$ cat config.mk
export PLATFORM = sky130hd
export DESIGN_NAME = factorial_ctrl
export DESIGN_NICKNAME = d
export VERILOG_FILES = /design/src/rtl/factorial_ctrl.sv
export SDC_FILE = /design/constraint.sdc
export NUM_CORES = 1
export LEC_CHECK = 0
export CORE_MARGIN = 3
export CORE_UTILIZATION = 55
export DETAILED_ROUTE_END_ITERATION = 8
export GPL_TIMING_DRIVEN = 1
export PLACE_DENSITY = 0.8
export SLEW_MARGIN = 0
export SYNTH_ARGS = -nofsm -noshare
export SYNTH_HDL_FRONTEND = slang
export SYNTH_SLANG_ARGS = --single-unit
$ cat constraint.sdc
create_clock -name clk -period 4.3 [get_ports clk]
set_input_delay 0.645 -clock clk [delete_from_list [all_inputs] [get_ports clk]]
set_output_delay 0.645 -clock clk [all_outputs]
set_load 0.1 [all_outputs]
$ cat src/rtl/factorial_ctrl.sv
// rtl/factorial_ctrl.sv - N! sequencer feeding the Booth multiplier three 31-bit limb products per factor
// Optional: FACTORIAL_OVF_EN builds the sticky 64-bit overflow flag; otherwise ovf is tied low.
module factorial_ctrl #(
  parameter int N_W   = 32,
  parameter int ACC_W = 64
) (
  input  logic               clk,
  input  logic               reset_n,
  input  logic               start,
  input  logic [N_W-1:0]     n,
  output logic               busy,
  output logic               done,
  output logic [ACC_W-1:0]   fact,
  output logic               ovf,
  output logic               mul_op_start,
  output logic               mul_op_clear,
  output logic [N_W-1:0]     mul_multiplicand,
  output logic [N_W-1:0]     mul_multiplier,
  input  logic               mul_op_done,
  input  logic [2*N_W-1:0]   mul_result
);

  typedef enum logic [2:0] {
    IDLE  = 3'd0,
    INIT  = 3'd1,
    ISSUE = 3'd2,
    WAIT  = 3'd3,
    CLR   = 3'd4,
    ACC   = 3'd5,
    DONE  = 3'd6
  } state_t;

  state_t           state, state_d;
  logic [N_W-1:0]   n_q;
  logic [N_W-1:0]   k;
  logic [1:0]       j;
  logic [ACC_W-1:0] acc;
  logic [63:0]      p0, p1, p2;
  logic [63:0]      sum_lo;

  // Limbs stay below 2^31 so the signed multiplier always sees positive operands.
  function automatic logic [31:0] limb(input logic [63:0] a, input logic [1:0] idx);
    case (idx)
      2'd0:    limb = {1'b0, a[30:0]};
      2'd1:    limb = {1'b0, a[61:31]};
      default: limb = {30'd0, a[63:62]};
    endcase
  endfunction

`ifdef FACTORIAL_OVF_EN
  logic [127:0] sum;
  logic         ovf_q;
  assign sum    = {64'd0, p0} + ({64'd0, p1} << 31) + ({64'd0, p2} << 62);
  assign sum_lo = sum[63:0];

  always_ff @(posedge clk or negedge reset_n) begin
    if (!reset_n)
      ovf_q <= 1'b0;
    else if (state == IDLE && start)
      ovf_q <= n[N_W-1];
    else if (state == ACC && (|sum[127:64]))
      ovf_q <= 1'b1;
  end
  assign ovf = ovf_q;
`else
  assign sum_lo = p0 + (p1 << 31) + (p2 << 62);
  assign ovf    = 1'b0;
`endif

  always_ff @(posedge clk or negedge reset_n) begin
    if (!reset_n)
      state <= IDLE;
    else
      state <= state_d;
  end

  always_comb begin
    state_d      = state;
    mul_op_start = 1'b0;
    mul_op_clear = 1'b0;
    case (state)
      IDLE:  if (start) state_d = n[N_W-1] ? DONE : INIT;
      INIT:  state_d = (k > n_q) ? DONE : ISSUE;
      ISSUE: begin
        mul_op_start = 1'b1;
        state_d      = WAIT;
      end
      WAIT: begin
        mul_op_start = 1'b1;
        if (mul_op_done) state_d = CLR;
      end
      CLR: begin
        mul_op_clear = 1'b1;
        state_d      = (j < 2'd2) ? ISSUE : ACC;
      end
      ACC:     state_d = (k == n_q) ? DONE : INIT;
      DONE:    state_d = IDLE;
      default: state_d = IDLE;
    endcase
  end

  always_ff @(posedge clk or negedge reset_n) begin
    if (!reset_n) begin
      busy             <= 1'b0;
      done             <= 1'b0;
      fact             <= 64'd1;
      n_q              <= '0;
      k                <= '0;
      j                <= 2'd0;
      acc              <= 64'd1;
      p0               <= '0;
      p1               <= '0;
      p2               <= '0;
      mul_multiplicand <= '0;
      mul_multiplier   <= '0;
    end else begin
      done <= 1'b0;
      case (state)
        IDLE: if (start) begin
          busy <= 1'b1;
          n_q  <= n;
          k    <= 32'd2;
          acc  <= n[N_W-1] ? 64'd0 : 64'd1;
        end
        INIT: if (k <= n_q) begin
          j                <= 2'd0;
          mul_multiplicand <= limb(acc, 2'd0);
          mul_multiplier   <= k;
        end
        WAIT: if (mul_op_done) begin
          case (j)
            2'd0:    p0 <= mul_result;
            2'd1:    p1 <= mul_result;
            default: p2 <= mul_result;
          endcase
        end
        CLR: if (j < 2'd2) begin
          j                <= j + 2'd1;
          mul_multiplicand <= limb(acc, j + 2'd1);
        end
        ACC: begin
          acc <= sum_lo;
          if (k != n_q) k <= k + 32'd1;
        end
        DONE: begin
          fact <= acc;
          done <= 1'b1;
          busy <= 1'b0;
        end
        default: ;
      endcase
    end
  end

endmodule

==> summary.txt <==
STA
  – Maximum clock frequency: approximately 0.28 GHz
  – Setup repair after global routing missed its margin: false
  – Final setup margin: 715 ps
  – Hold_ws: 160 ps
  – Slew @ Worst Pin: 1090 ps
  – Hold Violations, Final: 0
  – Relative slew margins: 27.0%
  – Tcrit/Tclk final: approximately 83%
  – Final setup fails: 0
  – Max-slew violation count: 0
  – Period minus WS final: around 3600 ps
  – Fin Setup TNS: 0 ps
  – Clk_skew: 24.8 ps

Critical path
  – Most used cell, CP: ha_1
  – CP Capture Type: flip-flop
  – Crit-path leading delay family: compound AO/OA/AOI/OAI gates
  – Worst setup SP type: flip-flop
  – Crit Path Class: reg2reg
  – Critical Path Slowest Stage Cell: fa_1
  – WP data arrival: 4000 ps
  – Crit path cell chain: ha_1, ha_1, fa_1, a21o_1, a311oi_1, o211ai_1, o2111ai_1, a21boi_0, o21a_1, or3_1, a32o_1
  – Worst EP required: 4720 ps
  – WP buf/inv: 0
  – Worst-path fanout max: 5
  – Slowest stage delay, CP: 420 ps

Logic synthesis
  – Async S/R FF share, synth: 100%
  – Synthesized area: between 15,000 and 20,000 um2
  – Predominant post-synthesis flop cell: dfrtp_1
  – EDFF count, synth: 0
  – Sequential area share after synthesis: between 50% and 60%
  – Yosys top cell area share: 53.3%
  – Distinct cells, synth: 69
  – Ys Warns: 0
  – Syn Area/Cell: 12.1 um2
  – Post-Syn Instances: 1,391
  – Synth Register Bits: roughly 360
  – Synth area leader: dfrtp_1
  – Cells taking the most area after synthesis: dfrtp_1 53%, mux2_2 14%, ha_1 7.3%, a22o_1 3.4%, nand2_1 2.7%

Clocking
  – Htree depth: 2
  – TritonCTS clock tree: yes
  – TritonCTS Buffers: 39
  – Clk Latency, worst-skew pair: 530 ps
  – # Post-CTS Setup Buffers: 0
  – Clk root buf: clkbuf_16
  – Hold Buf Count CTS: 0
  – Clock Sinks: 361
  – Post-CTS resize count: 0
  – Max Buffers Root-to-Sink: 3
  – Clock Pin Slew Worst Setup and Hold Paths: around 60 ps

Route
  – Starting DRT DRC Count: 670
  – Total iterations of the first detailed-routing run: 5
  – Routed Antenna Nets: 0
  – Vias/cell: 5.76
  – DRC: 0
  – Per-cell routed wire length: 20.1 um
  – DR vias: 11,700
  – Detailed Route WL: 40,700 um

Power
  – Peak VDD IR: 0.403 mV
  – Static Leak: 9.87 nW
  – PD cells: 739 nW/um2

Place
  – Placed Instances: about 2,000
  – Detail Placement HPWL: 28,300 um
  – Count of input and output buffers: 230
  – RD Place Congestion: between 0.8 and 0.9
  – Placed Instance Area: 19,600 um2
  – Pre-CTS setup slack: 799 ps

Floorplanning
  – Initial Utilization: 56.3%
  – # IOs: about 230
  – Placeable Area: 30,000 um2
  – Die area: approximately 33,000 um2
  – # rows: 63
  – Die Y-Extent: ~180 um
  – Die Span X: 181 um

Global route
  – Total routing usage reported by global routing: 24.8%
  – Largest net degree at the start of global routing: 103
  – Vias in the first global route: 12,400
  – Antenna violations before repair: 3
  – Overflow after GRT: 0
  – First-pass GRT wire length: 65,900 um

Final layout
  – Post-route cell area: 20,800 um2
  – Share of cells above drive strength 1: 19.5%
  – Nets: 1,813
  – Non-filler cells, final: 2,029
  – Filler Cell Count: 2,134
  – P&R area growth vs syn: 23.5%

Job
  – Max Cap Viol: 0

Outcome
  – Outcome: complete, no violations

Min path
  – Worst Hold Class: in2async
-- report_power, final --
| part | switching [mW] | total [mW] | internal, mW |
|---|---|---|---|
| combinational | 4.30 | 6.96 | 2.66 |
| sequential | 0.762 | 5.27 | 4.50 |
| clock | 1.34 | 3.16 | 1.82 |
| total | 6.39 | 15.4 | 8.98 |
-- Yosys cell counts (3+ instances only) --
library cell	count
a211oi_1	6
nand2_1	119
buf_4	8
nand2b_1	5
xnor2_1	24
o21ai_0	88
nand4_1	17
o21a_1	8
a22o_1	66
inv_1	51
or3_1	8
and3_1	6
clkbuf_1	45
o211ai_1	6
nor3_1	7
dfrtp_1	359
mux2_1	8
mux2_2	217
o21bai_1	3
nor2_1	48
o21ai_1	3
a31oi_1	5
xor2_1	29
a21oi_1	45
and4_1	4
a21o_1	20
ha_1	99
nor2b_1	5
buf_1	13
nand3_1	17
and2_1	3
-- cell families (layout without fill, tap and decap cells) --
| group | count (synthesis) | in the layout | share of synthesized area (%) |
|---|---|---|---|
| xor+xnor | 53 | 53 | 2.75 |
| flops | 361 | 361 | 53.6 |
| simple gates | 254 | 254 | 7.03 |
| other cells | 1 | 4 | 0.0222 |
| fa+ha+maj | 101 | 101 | 7.59 |
| mux | 227 | 227 | 15.2 |
| buf+inv | 119 | 364 | 2.88 |
| compound gates | 275 | 275 | 11.0 |
-- routing by layer --
layer	GRT usage (%)	routed length, um	part of all wire [%]	up-vias
met3	5.17	2450	6.0	70
met4	7.31	1050	2.6	2
li1	-	-	-	5415
met5	0	13	0.032	-
met2	41.3	19600	48	361
met1	33.1	17600	43	5846
-- worst reg2reg max path, stage by stage, from the launching register on --
cell and delay (ps):
dfrtp_1 370, ha_1 300, ha_1 250, fa_1 420, a21o_1 230, a311oi_1 380
o211ai_1 300, o2111ai_1 310, a21boi_0 160, o21a_1 200, or3_1 310, a32o_1 260
-- area by class of cell --
class / count / area, um2 / area share, %
multi-input combinational: 912 / 7370 / 35.4
timing repair buffer: 247 / 2510 / 12.0
inverter: 51 / 191 / 0.920
clock inverter: 16 / 103 / 0.493
sequential: 361 / 9040 / 43.4
clock buffer: 50 / 1110 / 5.33
tap: 390 / 488 / 2.34
antenna: 2 / 5.00 / 0.0240
-- per-stage QoR --
step,total power [mW],util [%]
after CTS,15.4,69.5
after global placement,11.9,65.4
final,15.4,69.5
after detailed placement,12.2,65.4
after global routing,16.3,69.5
after floorplan,10.3,-
-- layout by cell type, fill, tap and decap left out, drive strengths merged, types with 4 or more instances in the layout --
cell	count
clkbuf	50
or3	8
inv	52
nand2b	5
clkdlybuf4s50	228
nor3	7
a21o	20
a21oi	45
xor2	29
o21ai	92
nand4	18
xnor2	24
nand3	18
a31oi	5
o21a	8
dfrtp	359
a22o	66
clkinv	12
and3	6
ha	99
and2	4
buf	19
nand2	119
and4	4
nor2	49
a211oi	6
mux2	225
o211ai	6
nor2b	5
-- path summary, 6_finish.rpt --
check | start | end | slack (ps) | cells past startpoint
setup / recovery | p0[32]$_DFFE_PN0P_ | acc[50]$_DFFE_PN0P_ | 720 | 11
min in group clk | busy$_DFFE_PN0P_ | busy$_DFFE_PN0P_ | 480 | 2
max in group asynchronous | reset_n | fact[41]$_DFFE_PN0P_ | 3150 | 2
hold / removal | reset_n | mul_multiplier[28]$_DFFE_PN0P_ | 160 | 1
setup reg to reg | p0[32]$_DFFE_PN0P_ | acc[50]$_DFFE_PN0P_ | 720 | 11
hold reg to reg | busy$_DFFE_PN0P_ | busy$_DFFE_PN0P_ | 480 | 2
-- sequential cells by signal, summed over array words and instances (netlist names), 3 cells and up --
name and cells:
mul_multiplicand 31, fact 64, acc 64, k 32, mul_multiplier 32, p1 33
state 3, n_q 32, p0 64
No activity file was read; power rests on OpenSTA's default activity.
